==> src/rtl/burst_cycle_counter.sv <==
// Burst cycle counter: counts completed waveform cycles in a burst and
// produces the end-of-burst flag and accumulator run enable.
module burst_cycle_counter #(
    parameter int CNT_W = 24
) (
    input  logic             Clock,
    input  logic             Reset,
    input  logic             Burst_EN,
    input  logic             BAC_Reset,
    input  logic             Cycle_Tick,
    input  logic [CNT_W-1:0] Burst_Count,
    input  logic             Gated_Mode,
    input  logic             Gate_Level,
    output logic             CP_Sum,
    output logic             BAC_Action_EN,
    output logic [CNT_W-1:0] Cycle_Index,
    output logic             Busy
);

    typedef enum logic [1:0] {IDLE, RUN, HOLD, DONE} state_t;

    state_t           state;
    logic [CNT_W-1:0] n_lat;

    // Cycle_Index doubles as the burst cycle count register.
    always_ff @(posedge Clock) begin
        if (Reset) begin
            state         <= IDLE;
            n_lat         <= '0;
            Cycle_Index   <= '0;
            CP_Sum        <= 1'b0;
            BAC_Action_EN <= 1'b0;
            Busy          <= 1'b0;
        end else if (!Burst_EN) begin
            state         <= IDLE;
            CP_Sum        <= 1'b0;
            BAC_Action_EN <= 1'b0;
            Busy          <= 1'b0;
        end else if (BAC_Reset) begin
            // Re-arm from any state; a coincident tick is dropped.
            n_lat       <= Burst_Count;
            Cycle_Index <= '0;
            CP_Sum      <= 1'b0;
            Busy        <= 1'b1;
            if (Gated_Mode && !Gate_Level) begin
                state         <= HOLD;
                BAC_Action_EN <= 1'b0;
            end else begin
                state         <= RUN;
                BAC_Action_EN <= 1'b1;
            end
        end else begin
            case (state)
                RUN: begin
                    if (Cycle_Tick) begin
                        if (Gated_Mode) begin
                            // Gate low lets the current cycle finish first.
                            Cycle_Index <= Cycle_Index + 1'b1;
                            if (!Gate_Level) begin
                                state         <= HOLD;
                                BAC_Action_EN <= 1'b0;
                            end
                        end else if (n_lat != '0 && Cycle_Index == n_lat - 1'b1) begin
                            Cycle_Index   <= n_lat;
                            state         <= DONE;
                            CP_Sum        <= 1'b1;
                            BAC_Action_EN <= 1'b0;
                            Busy          <= 1'b0;
                        end else begin
                            Cycle_Index <= Cycle_Index + 1'b1;
                        end
                    end
                end
                HOLD: begin
                    if (!Gated_Mode || Gate_Level) begin
                        state         <= RUN;
                        BAC_Action_EN <= 1'b1;
                    end
                end
                default: begin
                    // IDLE and DONE wait for BAC_Reset; ticks are ignored.
                end
            endcase
        end
    end

endmodule

==> config.mk <==
export PLATFORM = sky130hd
export DESIGN_NAME = burst_cycle_counter
export DESIGN_NICKNAME = d
export VERILOG_FILES = /design/src/rtl/burst_cycle_counter.sv
export SDC_FILE = /design/constraint.sdc
export NUM_CORES = 1
export LEC_CHECK = 0
export ABC_AREA = 1
export CAP_MARGIN = 20
export CORE_MARGIN = 2
export CORE_UTILIZATION = 56
export DETAILED_ROUTE_END_ITERATION = 16
export HOLD_SLACK_MARGIN = 0.08
export PLACE_DENSITY = 0.77
export SLEW_MARGIN = 30
export SYNTH_ARGS = -nofsm -noshare
export SYNTH_HDL_FRONTEND = slang
export SYNTH_SLANG_ARGS = --single-unit
export TNS_END_PERCENT = 100
==> constraint.sdc <==
create_clock -name Clock -period 3.2 [get_ports Clock]
set_clock_uncertainty 0.1 [all_clocks]
set_input_delay 0.8 -clock Clock [delete_from_list [all_inputs] [get_ports Clock]]
set_output_delay 0.8 -clock Clock [all_outputs]
set_load 0.05 [all_outputs]
== Yosys cells after proc, flatten, opt, wreduce, memory -nomap -nowiden ==
Cells that the tools add are included.
Cells by class
  eq/ne operators: 8
  add/subtract/negate cells: 2
  mux-type cells: 25
  reduce and logical (&&, ||, !) cells: 17
  bitwise operators: 2
Operators with widths (count)
  $mux 24: 5
  $add 24x1->24 const B: 1
  $eq 24x24->1: 1
  $reduce_bool 24->1: 1
  $sub 24x1->24 const B: 1
  $mux 2: 7
  $mux 1: 11
  $ne 4x4->1 const B: 2
  $reduce_and 4->1: 2
  $ne 3x3->1 const B: 2
  $reduce_bool 2->1: 3
  $reduce_and 5->1: 1
  $pmux 2 s2: 1
  $reduce_and 3->1: 1
  $reduce_bool 3->1: 1
  $reduce_or 3->1: 1
  $eq 2x1->1 const B: 1
  $eq 2x2->1 const B: 1
  $logic_and 1x1->1: 2
  $logic_not 1->1: 2
  $ne 2x2->1 const B: 1
  $not 1->1: 2
  $pmux 1 s2: 1
  $reduce_and 2->1: 1
  2 further kinds: 2
Storage, ports and cells
  logic and storage cells: 60
  register bits after elaboration: 53
  output and inout bits: 27

== Longest topological paths before layout ==
Gate-level depths: netlist of run 1.
  word-level depth: 8
  gate-level depth with buffers: 18
  gate-level depth less buffers: 17

== Worst setup path before layout of run 1 ==
No wires, ideal clock.
  path type: reg-to-reg
  start point: reg Cycle_Index[1]
  end point: reg Cycle_Index[22]
  slack: 748 ps
  buffers on the path: 0
  cell stages (with the launch flop): 11
  arrival: 2282 ps
  period minus slack after synthesis: 2452 ps
  library setup time: 70 ps
  cell sequence: dfxtp_1 ha_1 nand3_1 nor2_1 nand4_1 nor4_1 nand3_1 xor2_1 nand2_1 nand3_1 a21oi_1
Between the ends
  cells in the longest elaborated chain, start to end: 7
  elaborated cells on any way between the ends: 8
Ends and longest elaborated chain
  start: declaration: RTL line 16  | output logic [CNT_W-1:0] Cycle_Index,
  start signal: assignment: RTL line 58  | Cycle_Index <= Cycle_Index + 1'b1;
  start signal: assignment: RTL line 64  | Cycle_Index <= n_lat;
  start signal: assignment: RTL line 70  | Cycle_Index <= Cycle_Index + 1'b1;
  parallel branches: the longest is 3 deep, another holds $add 24x1->24
  $mux 24 *: RTL line 56  | if (Gated_Mode) begin
  $mux 24 *: RTL line 55  | if (Cycle_Tick) begin
  $mux 24 *: RTL line 53  | case (state)
  $mux 24 *: RTL line 39  | end else if (BAC_Reset) begin
Every way passes the cells marked *. The select of a mux whose other input is x is not followed.
A chain may end at the register's enable or synchronous reset.

== Worst setup path after layout of run 1 ==
  start point: reg n_lat[0]
  end point: reg Cycle_Index[10]
Between the ends
  cells in the longest elaborated chain, start to end: 8
  elaborated cells on any way between the ends: 9
Ends and longest elaborated chain
  start: declaration: RTL line 23  | logic [CNT_W-1:0] n_lat;
  start signal: assignment: RTL line 41  | n_lat <= Burst_Count;
  $sub 24x1->24: RTL line 63  | end else if (n_lat != '0 && Cycle_Index == n_lat - 1'b1) begin
  $eq 24x24->1: RTL line 63
  $logic_and 1x1->1 *: RTL line 63
  $mux 24 *: RTL line 63
  $mux 24 *: RTL line 56
  $mux 24 *: RTL line 55
  $mux 24 *: RTL line 53
  $mux 24 *: RTL line 39
Every way passes the cells marked *; elsewhere a longest branch is shown, timed or not. The select of a mux whose other input is x is not followed.

==> impl_results.md, run 1 <==
* Status: finished, final reports clean
* Ant diodes at 0
* Critical path type: reg -> reg
* Die width at 90.56 µm
* Fin crit share at 0.8739
* Overall Global Routing Usage at 0.3190
* Fin crit period at 2796 ps
* Setup crit end kind: flip-flop
* FF-to-FF path depth at 14
* Total internal power at 0.001000 W
* FF-to-FF setup slack at 400 ps
* Dpl cells at 821
* Post-placement cell area at 0.004817 mm²
* Final ANT Viol Nets at 0
* Hold path cells at 2
* Critical Path AT at roughly 3000 ps
* Synth area leader: dfxtp_1
* Clk sinks at 53
* Synth warnings at 0
* DP HPWL at 10.15 mm
* Startpoint types: flip-flop
* CTS Buf Count at 5
* Final Net Count at 762
* Worst-path fanout max at 23
* Power per cell area at ~320 mW/mm²
* Sequential fraction of design power at 0.453
* 1st-iter DRT viols at 417
* Worst path top cell family by delay: simple AND/OR/NAND/NOR gates
* Residual DRC at 0
* Grt ovf at 0
* Worst path buffer plus inverter count at 2
* # hold bufs at CTS at 0
* Top FF cell, synth: dfxtp_1
* Total wire length at 12.92 mm
* FF-to-FF Start: n_lat[0]$_SDFFE_PP0P_
* Syn nets at around 720
* Finished Layout Cells at 829
* Share of layout cells above drive strength 1 at 0.05753
* Fin. Hold Viols at 0
* Clock-pin slew on the worst setup and hold paths at roughly 100 ps
* Synth cell count leaders: nand2_1, inv_1, nor2_1, nand3_1, dfxtp_1
* Vias at 4686
* First-pass GRT wire length at 21.17 mm
* Hold Path Origin: BAC_Action_EN$_SDFFE_PP0P_
* CP max stage cell: dfxtp_1
* Seq/Total Area, Yosys at 0.2529
* Final-report setup violation count at 0
* Reg-to-Reg End: Cycle_Index[10]$_SDFFE_PP0P_
* Area delta synth->final at 16.79%
* Switching share of total power at 0.3648
* Post CTS Setup Buffer Count at 0
* Io pins at slightly below 60
* Max-Cap Viols at 0
* Mapped Avg Cell Area at 6.124 µm²
* CTS tree: done
* Worst min path class: reg -> reg
* Seq cells post-synth at 53
* Worst EP required at approximately 3300 ps
* Gpl congestion at 0.9603
* Total die area at 0.008200 mm²
* Starting Density at 0.5784
* Comb pwr share at 0.307
* TNS Setup at 0 ps
* Worst min-delay path endpoint: BAC_Action_EN$_SDFFE_PP0P_
* Clock latency on the worst-skew pair at around 310 ps
* Final slew viol count at 0
* Slowest stage delay, CP at 440 ps
* Top-count cell post-synth: nand2_1
* Largest net degree at the start of global routing at 50
* Asr flop ratio synth at 0
* Post-CTS sizing at 0
* Clock power frac at 0.240
* Gate Count Post-Synth at 685
* Area contributors post-synth: dfxtp_1, nand2_1, nand3_1
* Synthesized cell area at 0.004195 mm²
* Per-cell routed wire length at 15.59 µm
* Share of the synthesized area in the top cell type at 0.2529
* H-tree depth at 2
* RSZ-0062 raised after global routing: no
* Core area at 0.007253 mm²
* TritonRoute pass-1 iters at 5
* Initial antenna violation count at 0
* P_leak at 2.147 nW
* Cell variety after synth at 34
* Peak Freq at 357.6 MHz
* Deepest clock path buffer count at 2
* Layout filler cell count at 702
* Critical Path, Cell by Cell: inv_2 > ha_1 > nand2_4 > inv_1 > nand2_1 > nand2_1 > nand3_1 > nand3_1 > nand3b_1 > nor2_4 > nand3_4 > nand2_1 > nand3_1 > a21oi_1
* Worst vdd ir at 0.1766 mV
* Vias in the first global route at ~4.4k
* Worst-margin pin slew at 697.4 ps
* Relative slew slack at 0.5308
* Die H at 90.56 µm
* Root Driver: clkbuf_8
* # rows at 31
* Vias per cell at 5.653
* Psw at between 0.0005 and 0.0006 W
* Post-route cell area at between 0.004 and 0.005 mm²
* Post-synth EDFFs at 0
* PortBufs at 57
==> metrics by stage <==
step,hold WS (ps),utilization,power (W),setup slack [ps]
finish,374.4,0.6755,0.001575,403.5
global route,393.0,0.6755,0.001669,99.39
CTS,373.3,0.6755,0.001572,417.0
detailed placement,358.7,0.6641,0.001204,439.7
global placement,353.8,0.6641,0.001194,512.6
floorplan,339.8,-,0.001067,747.8
==> cells by family after synthesis <==
family                   Yosys count  share of synthesized area
AO/OA/AOI/OAI                     62                    0.09126
adder cells (fa/ha/maj)            2                   0.005964
buffers and inverters            117                     0.1121
XOR/XNOR                          40                    0.08679
flip-flops                        53                     0.2529
AND/OR/NAND/NOR                  411                     0.4509
==> layout make-up <==
cell class | instances | area [µm²] | share of cell area
Timing Repair Buffer | 66 | 638.1 | 0.1302
Clock buffer | 6 | 72.57 | 0.01481
Multi-Input combinational cell | 515 | 2664 | 0.5437
Clock inverter | 2 | 10.01 | 0.002043
Tap cell | 99 | 123.9 | 0.02528
Sequential cell | 53 | 1061 | 0.2165
Inverter | 88 | 330.3 | 0.06742
==> worst register-to-register path: cells and delay by family (launching register included) <==
| kind | cells | cell delay (ps) |
|---|---|---|
| flops | 1 | 440 |
| simple gates | 10 | 1550 |
| fa+ha+maj | 1 | 270 |
| buf+inv | 2 | 230 |
| compound gates | 1 | 150 |
==> power groups by stage <==
stage          Combinational, W  Sequential, W  Clock [W]
6_report               0.000484       0.000713   0.000378
3_3_place_gp           0.000466       0.000728          0
5_1_grt                0.000542       0.000716   0.000411
4_1_cts                0.000479       0.000712   0.000381
2_1_floorplan          0.000341       0.000726          0
3_5_place_dp           0.000476       0.000728          0
==> registers in the layout, indices dropped and copies added, names as in the netlist <==
signal,flops
BAC_Action_EN,1
CP_Sum,1
n_lat,24
Busy,1
Cycle_Index,24
state,2
==> per-layer routing <==
metal / GRT usage / up-vias / share of wire
met5: 0 / - / 0
met2: 0.5143 / 217 / 0.46
met1: 0.4386 / 2149 / 0.43
li1: - / 2296 / -
met4: 0.1051 / 0 / 0.020
met3: 0.04508 / 24 / 0.086
==> how the worst max path moves through the flow <==
stage	start	end	slack [ps]	depth (start not counted)
2_1_floorplan	Cycle_Index[1]$_SDFFE_PP0P_	Cycle_Index[22]$_SDFFE_PP0P_	750	10
3_3_place_gp	n_lat[0]$_SDFFE_PP0P_	Cycle_Index[17]$_SDFFE_PP0P_	510	14
3_5_place_dp	n_lat[0]$_SDFFE_PP0P_	Cycle_Index[16]$_SDFFE_PP0P_	440	16
4_1_cts	n_lat[0]$_SDFFE_PP0P_	Cycle_Index[16]$_SDFFE_PP0P_	420	14
5_1_grt	n_lat[0]$_SDFFE_PP0P_	Cycle_Index[20]$_SDFFE_PP0P_	100	17
6_report	n_lat[0]$_SDFFE_PP0P_	Cycle_Index[10]$_SDFFE_PP0P_	400	14
==> layout by cell type, fill, tap and decap left out, types with 2 or more instances in the layout <==
master and count:
xnor2_1 9, nand4_1 36, dfxtp_1 53, nand2_2 3
nor3_2 2, nor2_1 77, o21ai_0 7, xor2_1 30
nand3_1 64, nand3_2 2, clkbuf_8 5, ha_1 2
nand3b_1 7, a21oi_1 28, inv_2 2, buf_4 9
nor4_1 3, nor2_4 7, clkinv_2 2, nand2_1 195
nor3_1 6, clkdlybuf4s50_1 57, inv_1 85, nor2_2 6
a211oi_1 24
Note: power is estimated with default switching activity, not from simulation.
==> inputs of run 2 (changes only) <==
--- a/config.mk
+++ b/config.mk
@@ -8,10 +8,9 @@
 export ABC_AREA = 1
 export CAP_MARGIN = 20
 export CORE_MARGIN = 2
-export CORE_UTILIZATION = 56
+export CORE_UTILIZATION = 60
 export DETAILED_ROUTE_END_ITERATION = 16
-export HOLD_SLACK_MARGIN = 0.08
-export PLACE_DENSITY = 0.77
+export PLACE_DENSITY = 0.82
 export SLEW_MARGIN = 30
 export SYNTH_ARGS = -nofsm -noshare
 export SYNTH_HDL_FRONTEND = slang
==> constraint.sdc (replaced) <==
create_clock -name Clock -period 3.6 [get_ports Clock]
set_clock_uncertainty 0.1 [all_clocks]
set_input_delay 0.9 -clock Clock [delete_from_list [all_inputs] [get_ports Clock]]
set_output_delay 0.9 -clock Clock [all_outputs]
set_load 0.05 [all_outputs]
==> run 2 against run 1 <==
  * Combinational power fell by 8.3%
  * Clock-buffer cell count rose by 2
  * Via count fell by 0.17%
  * Die area fell by 6.4%
  * Maximum frequency fell by 3.6%
  * Critical path type unchanged
  * Critical endpoint is now Cycle_Index[9]$_SDFFE_PP0P_
  * Largest cell class unchanged
  * Highest routed layer unchanged
==> impl_results.md, run 2 (synthesis results as in run 1) <==
* Initial antenna violation count at 0 (unchanged)
* # rows at 30 (-3.2%)
* Core area at 0.006794 mm² (-6.3%)
* Share of layout cells above drive strength 1 at 0.05350 (-0.004036)
* Layout filler cell count at 603 (-14%)
* Final Net Count at 761 (-0.13%)
* Worst EP required at 3750 ps (+410 ps)
* FF-to-FF setup slack at 700 ps (+290 ps)
* WHS at 375.3 ps (+0.9840 ps)
* Clk sinks at 53 (unchanged)
* Total wire length at 13.22 mm (+2.3%)
* Final slew viol count at 0 (unchanged)
* FF-to-FF path depth at 16 (+2)
* Biggest regs: Cycle_Index: 24 flops, n_lat: 24 flops, state: 2 flops
* H-tree depth at 2 (unchanged)
* Vias at 4678 (-0.17%)
* CTS tree: done
* Start point of the critical path: n_lat[0]$_SDFFE_PP0P_
* PortBufs at 57 (unchanged)
* Grt ovf at 0 (unchanged)
* Post CTS Setup Buffer Count at 0 (unchanged)
* Dpl cells at 817 (-0.49%)
* FF-to-FF Start: n_lat[0]$_SDFFE_PP0P_
* Vias in the first global route at 4488 (+1.3%)
* Final-report setup violation count at 0 (unchanged)
* Commonest non-fill, non-tap cells in the layout: nand2_1, inv_1, nor2_1, nand3_1, clkdlybuf4s50_1
* Setup crit end kind: flip-flop
* First-pass GRT wire length at 21.23 mm (+0.29%)
* Io pins at 58 (unchanged)
* Hold Path Origin: BAC_Action_EN$_SDFFE_PP0P_
* Worst min path class: reg -> reg
* Fin crit share at 0.8062 (-0.06770)
* Post-CTS sizing at 0 (unchanged)
* Root Driver: clkbuf_8
* Clock-pin slew on the worst setup and hold paths at 110 ps (about the same)
* Most common cell after layout, fill and taps aside: nand2_1
* Relative slew slack at 0.5412 (+0.01039)
* Fin crit period at 2902 ps (+105.8 ps)
* Clock latency on the worst-skew pair at 310 ps (about the same)
* Max-Cap Viols at 0 (unchanged)
* P_leak at 2.135 nW (-0.55%)
* Deepest clock path buffer count at 2 (unchanged)
* Power per cell area at 292.4 mW/mm² (-9.0%)
* Vias per cell at 5.670 (+0.31%)
* Area delta synth->final at 16.46%
* DP HPWL at 10.11 mm (-0.35%)
* Die H at 87.62 µm (-3.2%)
* CTS Buf Count at 5 (unchanged)
* Final ANT Viol Nets at 0 (unchanged)
* Residual DRC at 0 (unchanged)
* Reg-to-Reg End: Cycle_Index[9]$_SDFFE_PP0P_
* Gpl congestion at 1.016 (+5.8%)
* Critical path type: reg -> reg
* Fin. Hold Viols at 0 (unchanged)
* Worst-path fanout max at 23 (unchanged)
* Die width at 87.62 µm (-3.2%)
* Overall Global Routing Usage at 0.3533 (+0.03426)
* Ant diodes at 0 (unchanged)
* Critical Path AT at 3050 ps (+120 ps)
* Worst min-delay path endpoint: BAC_Action_EN$_SDFFE_PP0P_
* Finished Layout Cells at 825 (-0.48%)
* Startpoint types: flip-flop
* Largest net degree at the start of global routing at 50 (unchanged)
* TritonRoute pass-1 iters at 5 (unchanged)
* # hold bufs at CTS at 0 (unchanged)
* RSZ-0062 raised after global routing: no
* Peak Freq at 344.6 MHz (-3.6%)
* Worst vdd ir at 0.2344 mV (+33%)
* Total die area at 0.007677 mm² (-6.4%)
* Per-cell routed wire length at 16.03 µm (+2.8%)
* TNS Setup at 0 ps (unchanged)
* Starting Density at 0.6175 (+0.03909)
* Status: finished, final reports clean
* 1st-iter DRT viols at 411 (-1.4%)
* Hold path cells at 2 (unchanged)
* Worst-margin pin slew at 681.9 ps (-15.44 ps)
## run 2: worst max path at each step
stage	endpoint	slack, ps	depth (start not counted)
after global placement	Cycle_Index[3]$_SDFFE_PP0P_	890	16
after floorplan	Cycle_Index[22]$_SDFFE_PP0P_	1150	10
after global routing	Cycle_Index[9]$_SDFFE_PP0P_	390	16
final	Cycle_Index[9]$_SDFFE_PP0P_	700	16
after detailed placement	Cycle_Index[1]$_SDFFE_PP0P_	760	16
after CTS	Cycle_Index[1]$_SDFFE_PP0P_	740	16
## run 2: critical path, stage by stage, from the launching register on
cell and delay (ps):
dfxtp_1 370, inv_2 120, ha_1 250, nand2_4 130
nor2_8 190, nand2_1 90, nand2_1 110, nand2_1 80
nor2_1 80, nand2_1 60, nor2_2 90, nand3_2 100
nor2_4 320, nand3_4 340, nand2_1 150, nand3_1 90
a21oi_1 150
## run 2: metal layers
layer,track usage,vias up,wire length (µm)
met1,0.4600,2079,5512
met2,0.5758,259,6006
met4,0.1483,0,374
li1,-,2298,-
met5,0,-,0
met3,0.06315,42,1328
## run 2: final cells by class
type | instances | area [µm²] | share of cell area
tap | 96 | 120.1 | 0.02458
timing repair buffer | 65 | 630.6 | 0.1291
inverter | 88 | 330.3 | 0.06761
sequential | 53 | 1061 | 0.2172
clock buffer | 8 | 80.08 | 0.01639
multi-input combinational | 515 | 2664 | 0.5452
## run 2: power breakdown
| part | internal, W | switching, W | leakage, nW | total [W] |
|---|---|---|---|---|
| sequential | 0.000607 | 0.0000287 | 0.432 | 0.000636 |
| combinational | 0.000147 | 0.000297 | 1.66 | 0.000444 |
| clock | 0.000139 | 0.000210 | 0.0395 | 0.000349 |
## run 2: through the flow
| step | area (µm²) | util | setup slack [ps] | power [W] |
|---|---|---|---|---|
| floorplan | 4195 | - | 1148 | 0.0009485 |
| global placement | 4806 | 0.7074 | 892.2 | 0.001068 |
| detailed placement | 4806 | 0.7074 | 756.6 | 0.001079 |
| CTS | 4886 | 0.7192 | 742.1 | 0.001409 |
| global route | 4886 | 0.7192 | 392.5 | 0.001496 |
| finish | 4886 | 0.7192 | 697.7 | 0.001429 |
